[config.mk]
export PLATFORM = sky130hd
export DESIGN_NAME = seg7_scan_mux
export DESIGN_NICKNAME = d
export VERILOG_FILES = /design/src/rtl/seg7_scan_mux.sv
export SDC_FILE = /design/constraint.sdc
export NUM_CORES = 1
export LEC_CHECK = 0
export BUFFER_PORTS_ARGS = -buffer_cell sky130_fd_sc_hd__buf_2
export CORE_MARGIN = 2
export CORE_UTILIZATION = 55
export CTS_CLUSTER_SIZE = 30
export DETAILED_ROUTE_END_ITERATION = 10
export PLACE_DENSITY = 0.89
export SETUP_SLACK_MARGIN = 0.02
export SLEW_MARGIN = 40
export SYNTH_ARGS = -nofsm -noshare
export SYNTH_HDL_FRONTEND = slang
export SYNTH_SLANG_ARGS = --single-unit
[constraint.sdc]
create_clock -name clk -period 9.8 [get_ports clk]
set_input_delay 1.47 -clock clk [delete_from_list [all_inputs] [get_ports clk]]
set_output_delay 1.47 -clock clk [all_outputs]
set_load 0.01 [all_outputs]
[src/rtl/seg7_scan_mux.sv]
// ---------------------------------------------------------------------------
// seg7_scan_mux
//
// Display-side consumer of the clock's six-digit 7-segment code bus. Once per
// frame it snapshots all six codes into shadow registers, then time-multiplexes
// them onto one shared active-low segment bus with active-low digit anodes.
// It also drives a blinking colon on the decimal-point line and decodes the
// code in the current slot back to BCD for on-board self-check.
//
// Parameters:
//   SCAN_DIV      clocks per digit slot (>= 2)
//   BLANK_CYCLES  anode-off cycles at the start of each slot (1 .. SCAN_DIV-1)
//   BLINK_FRAMES  frames per colon blink half-period (>= 1)
//
// Ports:
//   clk         system clock, rising edge
//   rst         asynchronous active-low reset
//   HRM..SEC_L  7-bit segment codes, bit6=a .. bit0=g, 1 = lit
//   colon_en    enables the colon points
//   seg_n       shared segment bus, active-low
//   dp_n        decimal point / colon, active-low
//   an_n        digit anodes, active-low; an_n[5]=HRM .. an_n[0]=SEC_L
//   digit_bcd   BCD decode of the code in the current slot
//   digit_err   current slot's code is not a legal pattern
//   frame_done  one-cycle pulse on the cycle after a snapshot
// ---------------------------------------------------------------------------
module seg7_scan_mux #(
    parameter int SCAN_DIV     = 5,
    parameter int BLANK_CYCLES = 1,
    parameter int BLINK_FRAMES = 4
) (
    input  logic       clk,
    input  logic       rst,
    input  logic [6:0] HRM,
    input  logic [6:0] HRL,
    input  logic [6:0] MIN_M,
    input  logic [6:0] MIN_L,
    input  logic [6:0] SEC_M,
    input  logic [6:0] SEC_L,
    input  logic       colon_en,
    output logic [6:0] seg_n,
    output logic       dp_n,
    output logic [5:0] an_n,
    output logic [3:0] digit_bcd,
    output logic       digit_err,
    output logic       frame_done
);

    localparam int TW = $clog2(SCAN_DIV);
    localparam int BW = (BLINK_FRAMES > 1) ? $clog2(BLINK_FRAMES) : 1;

    localparam logic [TW-1:0] TICK_LAST  = TW'(SCAN_DIV - 1);
    localparam logic [TW-1:0] BLANK_END  = TW'(BLANK_CYCLES);
    localparam logic [BW-1:0] BLINK_LAST = BW'(BLINK_FRAMES - 1);

    logic [TW-1:0] tick;
    logic [2:0]    idx;
    logic [6:0]    shadow [6];
    logic [BW-1:0] blink_cnt;
    logic          blink;

    logic [6:0]    cur_code;
    logic          anode_on;

    // Scan counters, frame snapshot and colon blink. The snapshot happens on
    // the last edge of slot 5 so the new frame starts cleanly at slot 0 and
    // input changes never tear a frame that is already on the display.
    always_ff @(posedge clk or negedge rst) begin
        if (!rst) begin
            tick       <= '0;
            idx        <= '0;
            for (int i = 0; i < 6; i++) begin
                shadow[i] <= '0;
            end
            blink_cnt  <= '0;
            blink      <= 1'b1;
            frame_done <= 1'b0;
        end else begin
            frame_done <= 1'b0;
            if (tick == TICK_LAST) begin
                tick <= '0;
                if (idx == 3'd5) begin
                    idx        <= '0;
                    shadow[0]  <= HRM;
                    shadow[1]  <= HRL;
                    shadow[2]  <= MIN_M;
                    shadow[3]  <= MIN_L;
                    shadow[4]  <= SEC_M;
                    shadow[5]  <= SEC_L;
                    frame_done <= 1'b1;
                    if (blink_cnt == BLINK_LAST) begin
                        blink_cnt <= '0;
                        blink     <= ~blink;
                    end else begin
                        blink_cnt <= blink_cnt + BW'(1);
                    end
                end else begin
                    idx <= idx + 3'd1;
                end
            end else begin
                tick <= tick + TW'(1);
            end
        end
    end

    // Select the shadow code for the slot currently being scanned.
    always_comb begin
        cur_code = shadow[0];
        case (idx)
            3'd1:    cur_code = shadow[1];
            3'd2:    cur_code = shadow[2];
            3'd3:    cur_code = shadow[3];
            3'd4:    cur_code = shadow[4];
            3'd5:    cur_code = shadow[5];
            default: cur_code = shadow[0];
        endcase
    end

    // Map the segment pattern back to BCD. An all-off code is a legal blank
    // and decodes to F without an error; anything else unknown is flagged.
    always_comb begin
        digit_bcd = 4'hE;
        digit_err = 1'b1;
        case (cur_code)
            7'h7E: begin digit_bcd = 4'd0; digit_err = 1'b0; end
            7'h30: begin digit_bcd = 4'd1; digit_err = 1'b0; end
            7'h6D: begin digit_bcd = 4'd2; digit_err = 1'b0; end
            7'h79: begin digit_bcd = 4'd3; digit_err = 1'b0; end
            7'h33: begin digit_bcd = 4'd4; digit_err = 1'b0; end
            7'h5B: begin digit_bcd = 4'd5; digit_err = 1'b0; end
            7'h5F: begin digit_bcd = 4'd6; digit_err = 1'b0; end
            7'h70: begin digit_bcd = 4'd7; digit_err = 1'b0; end
            7'h7F: begin digit_bcd = 4'd8; digit_err = 1'b0; end
            7'h7B: begin digit_bcd = 4'd9; digit_err = 1'b0; end
            7'h00: begin digit_bcd = 4'hF; digit_err = 1'b0; end
            default: begin
                digit_bcd = 4'hE;
                digit_err = 1'b1;
            end
        endcase
    end

    // Moore display drive. The leading blank cycles of each slot keep every
    // anode off so the previous digit's segments do not ghost into this one.
    // The colon sits on the dp of HRL and MIN_L (slots 1 and 3).
    always_comb begin
        anode_on = (tick >= BLANK_END);
        an_n     = 6'h3F;
        if (anode_on) begin
            an_n = ~(6'b10_0000 >> idx);
        end
        seg_n = ~cur_code;
        dp_n  = ~(colon_en & blink & anode_on & ((idx == 3'd1) | (idx == 3'd3)));
    end

endmodule

==> impl_metrics.json, run 1 <==
{
  "outcome": "finished clean",
  "cts_setup_buffers": 0,
  "worstReg2RegEnd": "shadow[2]$_DFFE_PN0P_",
  "ys_seq_area_share_pct": 45.4,
  "rrSetupSlack_ps": 7320,
  "hpwlAfterDp_um": 4570,
  "hold_violations": 0,
  "ys_dominant_reg_cell": "dfrtp_1",
  "postLayoutCellArea_um2": 3300,
  "dpl.cell_count": 367,
  "fin_setup_tns_ps": 0,
  "place_area_um2": 3210,
  "ys_types": 56,
  "cts_tree": "built",
  "p_leak_nw": 1.46,
  "startpoint_type": "flip-flop",
  "period_share_pct": 51.9,
  "setup_viol": 0,
  "total_power_mw": 0.396,
  "end_kind": "output pin",
  "pwr-share-seq_pct": 57.9,
  "ys_warn_count": 0,
  "hold_class": "reg -> reg",
  "routed_wl_um": 6150,
  "portBuffers": 64,
  "worstRegToRegCells": 4,
  "cts.path.max_buffers": 2,
  "worst_ir_drop_vdd_mv": 0.110,
  "fin_skew_ps": 6.65,
  "cts_root_buffer": "clkbuf_8",
  "gp_congestion": 0.861,
  "dp_slack_ps": 4890,
  "initial_core_util_pct": 56.5,
  "die_width_um": 76.2,
  "crit_type": "reg -> out",
  "synth_top_cell_area_share_pct": 44.5,
  "crit_fanout": 27,
  "synthArstFlopShare_pct": 100,
  "cap_violations": 0,
  "avgSynthCellArea_um2": 11.7,
  "chipHeight_um": 76.2,
  "area_delta_synth_final_pct": 15.2,
  "vias_per_cell": 5.64,
  "postCtsHoldBufs": 0,
  "p_int_mw": 0.295,
  "slew_violations": 0,
  "hp-start": "blink$_DFFE_PN1P_",
  "clkPwrFrac_pct": 31.9,
  "htreeDepth": 2,
  "grt_usage_pct": 22.4,
  "swShare_pct": 25.5,
  "yosys-top-cells-area": "dfrtp_1 (45%), mux2_2 (18%), nand2_1 (3.1%)",
  "rsz0062_at_grt": "false",
  "grt_pass1_vias": 2097,
  "pwr-share-comb_pct": 10.3,
  "syn-cell-area_um2": 2870,
  "grt_pass1_wl_um": 10400,
  "cellPowerDensity_nw_per_um2": 120,
  "multi_input_area_um2": 1440,
  "worst_pin_slew_ps": 696,
  "synth_edf_count": 0,
  "cts_buffers": 5,
  "drt-initial-drc-count": 328,
  "p_switching_mw": 0.101,
  "period_needed_ps": 5090,
  "firstDrtPassIters": 4,
  "die-area_um2": 5800,
  "timing.rr.start": "idx[2]$_DFFE_PN0N_",
  "fillers": 411,
  "ff_latch_area_um2": 1310,
  "row_count": 26,
  "synth_largest_area_cell": "dfrtp_1",
  "clock_sinks": 52,
  "cts.clk_slew.worst_paths_ps": 100,
  "cts-resized-gates": 0,
  "worstPathRequired_ps": 8330,
  "drive_above_1_share_pct": 47.5,
  "synthesis.nets": 296,
  "drc": 0,
  "antennaDiodeCount": 0,
  "whs_path_depth": 1,
  "via_count": 2116,
  "syn_inst": 246,
  "synth_seq_cells": 52,
  "grt_overflow": 0,
  "fmax_mhz": 196,
  "layout.nets": 354,
  "setup_slack_ps": 4710,
  "ant_nets": 0,
  "clk_latency_ps": 310,
  "slew-limit-headroom_pct": 53.6,
  "coreArea_um2": 5070,
  "wire_per_inst_um": 16.4,
  "ios": 65,
  "final_cells": 375,
  "grt_antenna_before_repair": 0,
  "arrival_ps": 3620,
  "grt_max_degree": 53,
  "whs_endpoint": "blink$_DFFE_PN1P_"
}
[metrics by stage]
step | utilization (%) | hold WS (ps)
after floorplan | - | 454
after global placement | 63.0 | 475
after detailed placement | 63.2 | 486
after CTS | 65.0 | 500
after global routing | 65.1 | 513
final | 65.1 | 498
[flip-flops by register name, summed over array words and instances, names as in the netlist]
name / count
tick: 3
idx: 3
frame_done: 1
shadow: 42
blink: 1
blink_cnt: 2
[power by group through the flow]
| stage | registers [mW] | logic, mW | clock network, mW |
|---|---|---|---|
| 4_1_cts | 0.229 | 0.0412 | 0.128 |
| 2_1_floorplan | 0.231 | 0.0225 | 0 |
| 5_1_grt | 0.230 | 0.0454 | 0.138 |
| 3_3_place_gp | 0.233 | 0.0393 | 0 |
| 3_5_place_dp | 0.234 | 0.0409 | 0 |
| 6_report | 0.229 | 0.0407 | 0.126 |
[synth_stat cells, types with 2 or more instances]
master    instances
xnor2_1           2
buf_2             8
mux2i_1           7
inv_1             4
clkbuf_1          2
buf_6             2
a21oi_1          12
inv_4             2
dfrtp_1          51
nor3_1            4
nor3_2            2
ha_1              5
a211oi_1          3
or2_2             2
o21ai_0           6
nand3_1           5
o32a_2            2
a211oi_2          2
mux2_2           45
o32ai_2           2
nand2_1          24
a31oi_1           3
o21ai_1           2
nand4_1           3
buf_4             3
nor2_2            2
nor2_1            9
and2_1            2
a22o_1            3
[cell families (layout without fill, tap and decap cells)]
group / Yosys count / count (layout) / share of synthesized area (%)
flops: 52 / 52 / 45.4
mux: 52 / 52 / 20.1
buf+inv: 23 / 82 / 4.45
fa+ha+maj: 5 / 5 / 2.18
xor+xnor: 2 / 2 / 0.611
compound gates: 50 / 50 / 15.6
simple gates: 62 / 62 / 11.6
[final cells by class]
type	instances	share of cell area, %
inverters	8	1.06
clock inverters	3	0.682
repair buffers	66	10.3
well taps	70	2.65
flip-flops and latches	52	39.5
multi-input cells	171	43.7
clock buffers	5	2.08
[cell usage in the layout (no fill, tap or decap), types with 3 or more instances in the layout]
cell	n
nand4_1	3
nor3_1	4
mux2_2	45
dfrtp_1	49
ha_1	5
mux2i_1	7
o21ai_0	6
clkbuf_8	5
a22o_1	3
a31oi_1	3
buf_2	63
inv_1	4
nand2_1	24
a21oi_1	12
nor2_1	9
nand3_1	5
a211oi_1	3
[worst max-delay path by stage]
stage	depth (start not counted)	start	slack, ps	to
after floorplan	12	idx[0]$_DFFE_PN0N_	5580	digit_bcd[2]
after global placement	10	idx[0]$_DFFE_PN0N_	5020	digit_bcd[2]
after detailed placement	10	idx[1]$_DFFE_PN0N_	4890	digit_bcd[2]
after CTS	10	idx[1]$_DFFE_PN0N_	4510	digit_bcd[2]
after global routing	10	idx[1]$_DFFE_PN0N_	4440	digit_bcd[2]
final	10	idx[1]$_DFFE_PN0N_	4710	digit_bcd[2]
[per-layer routing]
metal	track usage, %	wire, um	vias up	share of wire, %
li1	-	-	1022	-
met3	4.27	242	9	3.9
met5	0	0	-	0
met2	39.6	3150	70	51
met4	5.64	70	0	1.1
met1	28.6	2680	1015	44
[worst max-delay path, cell delays in order, from the launching register on]
cell	delay, ps
dfrtp_2	690
and2_1	240
ha_1	410
or2_1	270
a21oi_1	100
o32a_1	450
or3_4	380
a2111oi_4	450
a31oi_1	80
o21ai_1	90
buf_2	140
No activity file was read; power rests on OpenSTA's default activity.
==> run 2: changes to the inputs <==
CORE_UTILIZATION = 54   (was 55)
PLACE_DENSITY = 0.88   (was 0.89)
clock period = 5.2 ns   (was 9.8 ns; I/O delays follow)
==> run 2 against run 1 <==
- setup slack lost 3800 ps
- sequential power rose by 89%
- sequential cell count unchanged
- hold slack got worse by 14 ps
- first-iteration DRC count is 42% lower
- design area did not move
- largest power group unchanged
==> impl_metrics.json, run 2 (synthesis gave the netlist of run 1 again) <==
{
  "crit_type": "reg -> out",
  "final_cell_mix": "buf_2 (63), dfrtp_1 (51), mux2_2 (45), nand2_1 (24), a21oi_1 (12)",
  "ant_nets": 0,
  "wire_per_inst_um": 16.2,
  "regMostFlops": "shadow",
  "cts-resized-gates": 0,
  "gp_congestion": 0.938,
  "crit_chain": "inv_1, ha_1, or2_1, a21oi_1, o32ai_2, or3_4, a2111oi_4, a31oi_1, o21ai_1, buf_2",
  "cts.clk_slew.worst_paths_ps": 100,
  "clock_sinks": 52,
  "cts_buffers": 5,
  "hold_class": "in -> async",
  "fin_setup_tns_ps": 0,
  "hpwlAfterDp_um": 4500,
  "cap_violations": 0,
  "ios": 65,
  "routed_wl_um": 6090,
  "period_share_pct": 83.3,
  "setup_slack_ps": 871,
  "die-area_um2": 5910,
  "cts_tree": "built",
  "rsz0062_at_grt": "false",
  "area_delta_synth_final_pct": 15.2,
  "top_regs": "shadow (42), idx (3), tick (3)",
  "worstPathRequired_ps": 4420,
  "antennaDiodeCount": 0,
  "grt_pass1_wl_um": 10400,
  "cts_setup_buffers": 0,
  "slew-limit-headroom_pct": 52.2,
  "die_width_um": 76.9,
  "cpMaxStageDelayCell": "dfrtp_1",
  "grt_overflow": 0,
  "worst_ir_drop_vdd_mv": 0.176,
  "firstDrtPassIters": 6,
  "rrSetupSlack_ps": 2620,
  "drt-initial-drc-count": 191,
  "cts.path.max_buffers": 2,
  "grt_max_degree": 53,
  "crit_fanout": 22,
  "worst_pin_slew_ps": 717,
  "dp_slack_ps": 1260,
  "fmax_mhz": 231,
  "final_common_cell": "buf_2",
  "arrival_ps": 3550,
  "grt_usage_pct": 22.0,
  "max_stage_delay_ps": 820,
  "outcome": "finished clean",
  "postCtsHoldBufs": 0,
  "hold_violations": 0,
  "setup_viol": 0,
  "largest_reg_flops": 42,
  "layout.nets": 355,
  "chipHeight_um": 76.9,
  "cellPowerDensity_nw_per_um2": 225,
  "drive_above_1_share_pct": 47.1,
  "period_needed_ps": 4330,
  "slew_violations": 0,
  "cts_root_buffer": "clkbuf_8",
  "path_buf_inv": 2,
  "grt_antenna_before_repair": 0,
  "crit_family": "compound AO/OA/AOI/OAI gates",
  "row_count": 26,
  "drc": 0,
  "portBuffers": 64,
  "p_leak_nw": 1.46,
  "htreeDepth": 2,
  "fin_skew_ps": 7.68,
  "vias_per_cell": 5.74,
  "place_area_um2": 3210,
  "coreArea_um2": 5110,
  "end_kind": "output pin",
  "grt_pass1_vias": 2140,
  "initial_core_util_pct": 56.1,
  "clk_latency_ps": 310,
  "via_count": 2159,
  "postLayoutCellArea_um2": 3300,
  "startpoint_type": "flip-flop"
}
-- run 2: metal layers --
layer / global-route usage, % / wire length (um)
met3: 4.59 / 316
met4: 7.27 / 80
met2: 35.5 / 2990
met5: 0 / 0
met1: 29.5 / 2700
-- run 2: area by class of cell --
type,instances,area (um^2)
clock buffers,5,68.8
clock inverters,3,21.3
fillers,404,1800
inverters,8,35.0
multi-input cells,171,1440
flip-flops and latches,52,1300
well taps,70,87.6
repair buffers,67,345
-- run 2: path summary, 6_finish.rpt --
check                                   start                     end  depth (start not counted)
hold reg to reg             tick[0]$_DFF_PN0_       tick[0]$_DFF_PN0_                          1
max in group asynchronous                 rst  shadow[34]$_DFFE_PN0P_                          1
min in group clk            tick[0]$_DFF_PN0_       tick[0]$_DFF_PN0_                          1
hold / removal                            rst    frame_done$_DFF_PN0_                          1
setup / recovery           idx[2]$_DFFE_PN0N_            digit_bcd[2]                         10
setup reg to reg           idx[2]$_DFFE_PN0N_  shadow[27]$_DFFE_PN0P_                          4
-- run 2: where the power goes --
part	switching [mW]	leakage (nW)	internal (mW)
combinational	0.0386	0.811	0.0388
sequential	0.0108	0.607	0.421
clock	0.137	0.0445	0.0957
-- run 2: worst reg2reg max path, cell delays in order (launching register included) --
cell	delay [ps]
dfrtp_1	820
nand2_1	240
nor3_4	500
buf_4	490
mux2_2	420
-- run 2: stage by stage --
step / std cells / hold WS (ps) / power, mW / util (%)
2_1_floorplan: 246 / 454 / 0.477 / -
3_3_place_gp: 368 / 474 / 0.513 / 62.9
3_5_place_dp: 368 / 487 / 0.517 / 62.9
4_1_cts: 376 / 502 / 0.747 / 64.7
5_1_grt: 376 / 525 / 0.776 / 64.7
6_report: 376 / 484 / 0.742 / 64.7
==> run 3: changes to the inputs <==
clock period = 4 ns   (was 5.2 ns; I/O delays follow)
==> run 3 against run 2 <==
- first-iteration DRC count up 3.1%
- non-clock buffer count up 2
- hold slack worse by 170 ps
- sequential power up 30%
- final cell count up 0.53%
- via count down 0.93%
==> impl_metrics.json, run 3 (synthesis gave the netlist of run 1 again) <==
{
  "postLayoutCellArea_um2": 3320,
  "cpMaxStageDelayCell": "a2111oi_4",
  "vias_per_cell": 5.66,
  "grtUsageMet2_pct": 35.2,
  "dp_slack_ps": 614,
  "end_kind": "output pin",
  "top_regs": "shadow (42), idx (3), tick (3)",
  "gp_congestion": 0.840,
  "crit_fanout": 13,
  "crit_chain": "and2_1, ha_1, or2_1, a21oi_1, o32a_1, or3_4, a2111oi_4, a31oi_1, o21ai_1, buf_2",
  "hold_class": "in -> async",
  "slew-limit-headroom_pct": 58.0,
  "postCtsHoldBufs": 0,
  "grt_overflow": 0,
  "largest_reg_flops": 42,
  "max_stage_delay_ps": 480,
  "die-area_um2": 5910,
  "cts.clk_slew.worst_paths_ps": 90,
  "crit_family": "compound AO/OA/AOI/OAI gates",
  "cts_buffers": 5,
  "portBuffers": 64,
  "cts_root_buffer": "clkbuf_8",
  "rrSetupSlack_ps": 1670,
  "grt_antenna_before_repair": 0,
  "ios": 65,
  "htreeDepth": 2,
  "chipHeight_um": 76.9,
  "worstReg2RegEnd": "shadow[3]$_DFFE_PN0P_",
  "clk_latency_ps": 300,
  "grt_max_degree": 53,
  "slew_violations": 0,
  "p_leak_nw": 1.47,
  "drc": 0,
  "row_count": 26,
  "rsz0062_at_grt": "false",
  "busiest_layer": "met2",
  "period_needed_ps": 3770,
  "final_cell_mix": "buf_2 (63), dfrtp_1 (51), mux2_2 (45), nand2_1 (24), a21oi_1 (12)",
  "routed_wl_um": 6140,
  "crit_type": "reg -> out",
  "firstDrtPassIters": 4,
  "hpwlAfterDp_um": 4540,
  "period_share_pct": 94.3,
  "area_delta_synth_final_pct": 15.7,
  "cts_setup_buffers": 0,
  "clkPwrFrac_pct": 31.1,
  "outcome": "finished clean",
  "timing.rr.start": "tick[0]$_DFF_PN0_",
  "initial_core_util_pct": 56.1,
  "wire_per_inst_um": 16.2,
  "setup_viol": 0,
  "drt-initial-drc-count": 197,
  "layout.nets": 357,
  "worst_pin_slew_ps": 630,
  "regMostFlops": "shadow",
  "pwr-share-comb_pct": 10.4,
  "cts.path.max_buffers": 2,
  "grt_usage_pct": 22.3,
  "grtUsageMet3_pct": 4.35,
  "cts-resized-gates": 0,
  "via_count": 2139,
  "antennaDiodeCount": 0,
  "fin_setup_tns_ps": 0,
  "final_common_cell": "buf_2",
  "fmax_mhz": 265,
  "use_met1_pct": 30.8,
  "cellPowerDensity_nw_per_um2": 289,
  "ant_nets": 0,
  "fin_skew_ps": 4.83,
  "grt_pass1_vias": 2164,
  "pwr-share-seq_pct": 58.5,
  "worst_ir_drop_vdd_mv": 0.251,
  "grt_pass1_wl_um": 10400,
  "arrival_ps": 3170,
  "setup_slack_ps": 229,
  "worstRegToRegCells": 6,
  "cts_tree": "built",
  "startpoint_type": "flip-flop",
  "swShare_pct": 24.7,
  "clock_sinks": 52,
  "worstPathRequired_ps": 3400,
  "path_buf_inv": 1,
  "drive_above_1_share_pct": 47.1,
  "coreArea_um2": 5110,
  "hold_violations": 0,
  "p_int_mw": 0.722,
  "p_switching_mw": 0.237,
  "place_area_um2": 3230,
  "cap_violations": 0,
  "die_width_um": 76.9
}
==> run 3: changes by cell type in the layout (fill, tap and decap cells not counted), sizes merged <==
| cell | delta |
|---|---|
| buf | +2 |
| clkbuf | +1 |
| inv | -1 |
==> run 3: final cells by class <==
type,instances,area (um^2)
clock buffer,6,72.6
clock inverter,2,16.3
fill,393,1790
inverter,8,35.0
multi-input combinational,171,1440
sequential,52,1300
tap,70,87.6
timing repair buffer,69,360
==> run 3: power by group through the flow <==
stage / logic (mW) / registers (mW) / clock network (mW)
after global routing: 0.112 / 0.563 / 0.325
after detailed placement: 0.100 / 0.571 / 0
after CTS: 0.101 / 0.561 / 0.303
final: 0.0999 / 0.561 / 0.298
after floorplan: 0.0551 / 0.565 / 0
after global placement: 0.0971 / 0.570 / 0
==> run 3: routing by layer <==
layer / vias to the layer above / part of all wire, %
li1: 1030 / -
met1: 1032 / 45
met2: 65 / 48
met3: 12 / 4.4
met4: 0 / 1.7
met5: - / 0
==> run 3: metrics by stage <==
step                total power [mW]  std cells  hold slack, ps  utilization (%)
floorplan                      0.621        246             304                -
global placement               0.667        370             476             63.2
detailed placement             0.671        370             487             63.2
CTS                            0.965        378             326             64.9
global route                    1.00        378             351             64.9
finish                         0.959        378             310             64.9
==> run 3: worst max path at each step <==
stage | cells past startpoint | start | to | slack [ps]
detailed placement | 10 | idx[0]$_DFFE_PN0N_ | digit_bcd[2] | 610
finish | 10 | idx[1]$_DFFE_PN0N_ | digit_bcd[2] | 230
floorplan | 12 | idx[0]$_DFFE_PN0N_ | digit_bcd[2] | 650
CTS | 10 | idx[1]$_DFFE_PN0N_ | digit_bcd[2] | 270
global route | 10 | idx[0]$_DFFE_PN0N_ | digit_bcd[2] | 30
global placement | 10 | idx[1]$_DFFE_PN0N_ | digit_bcd[2] | 750
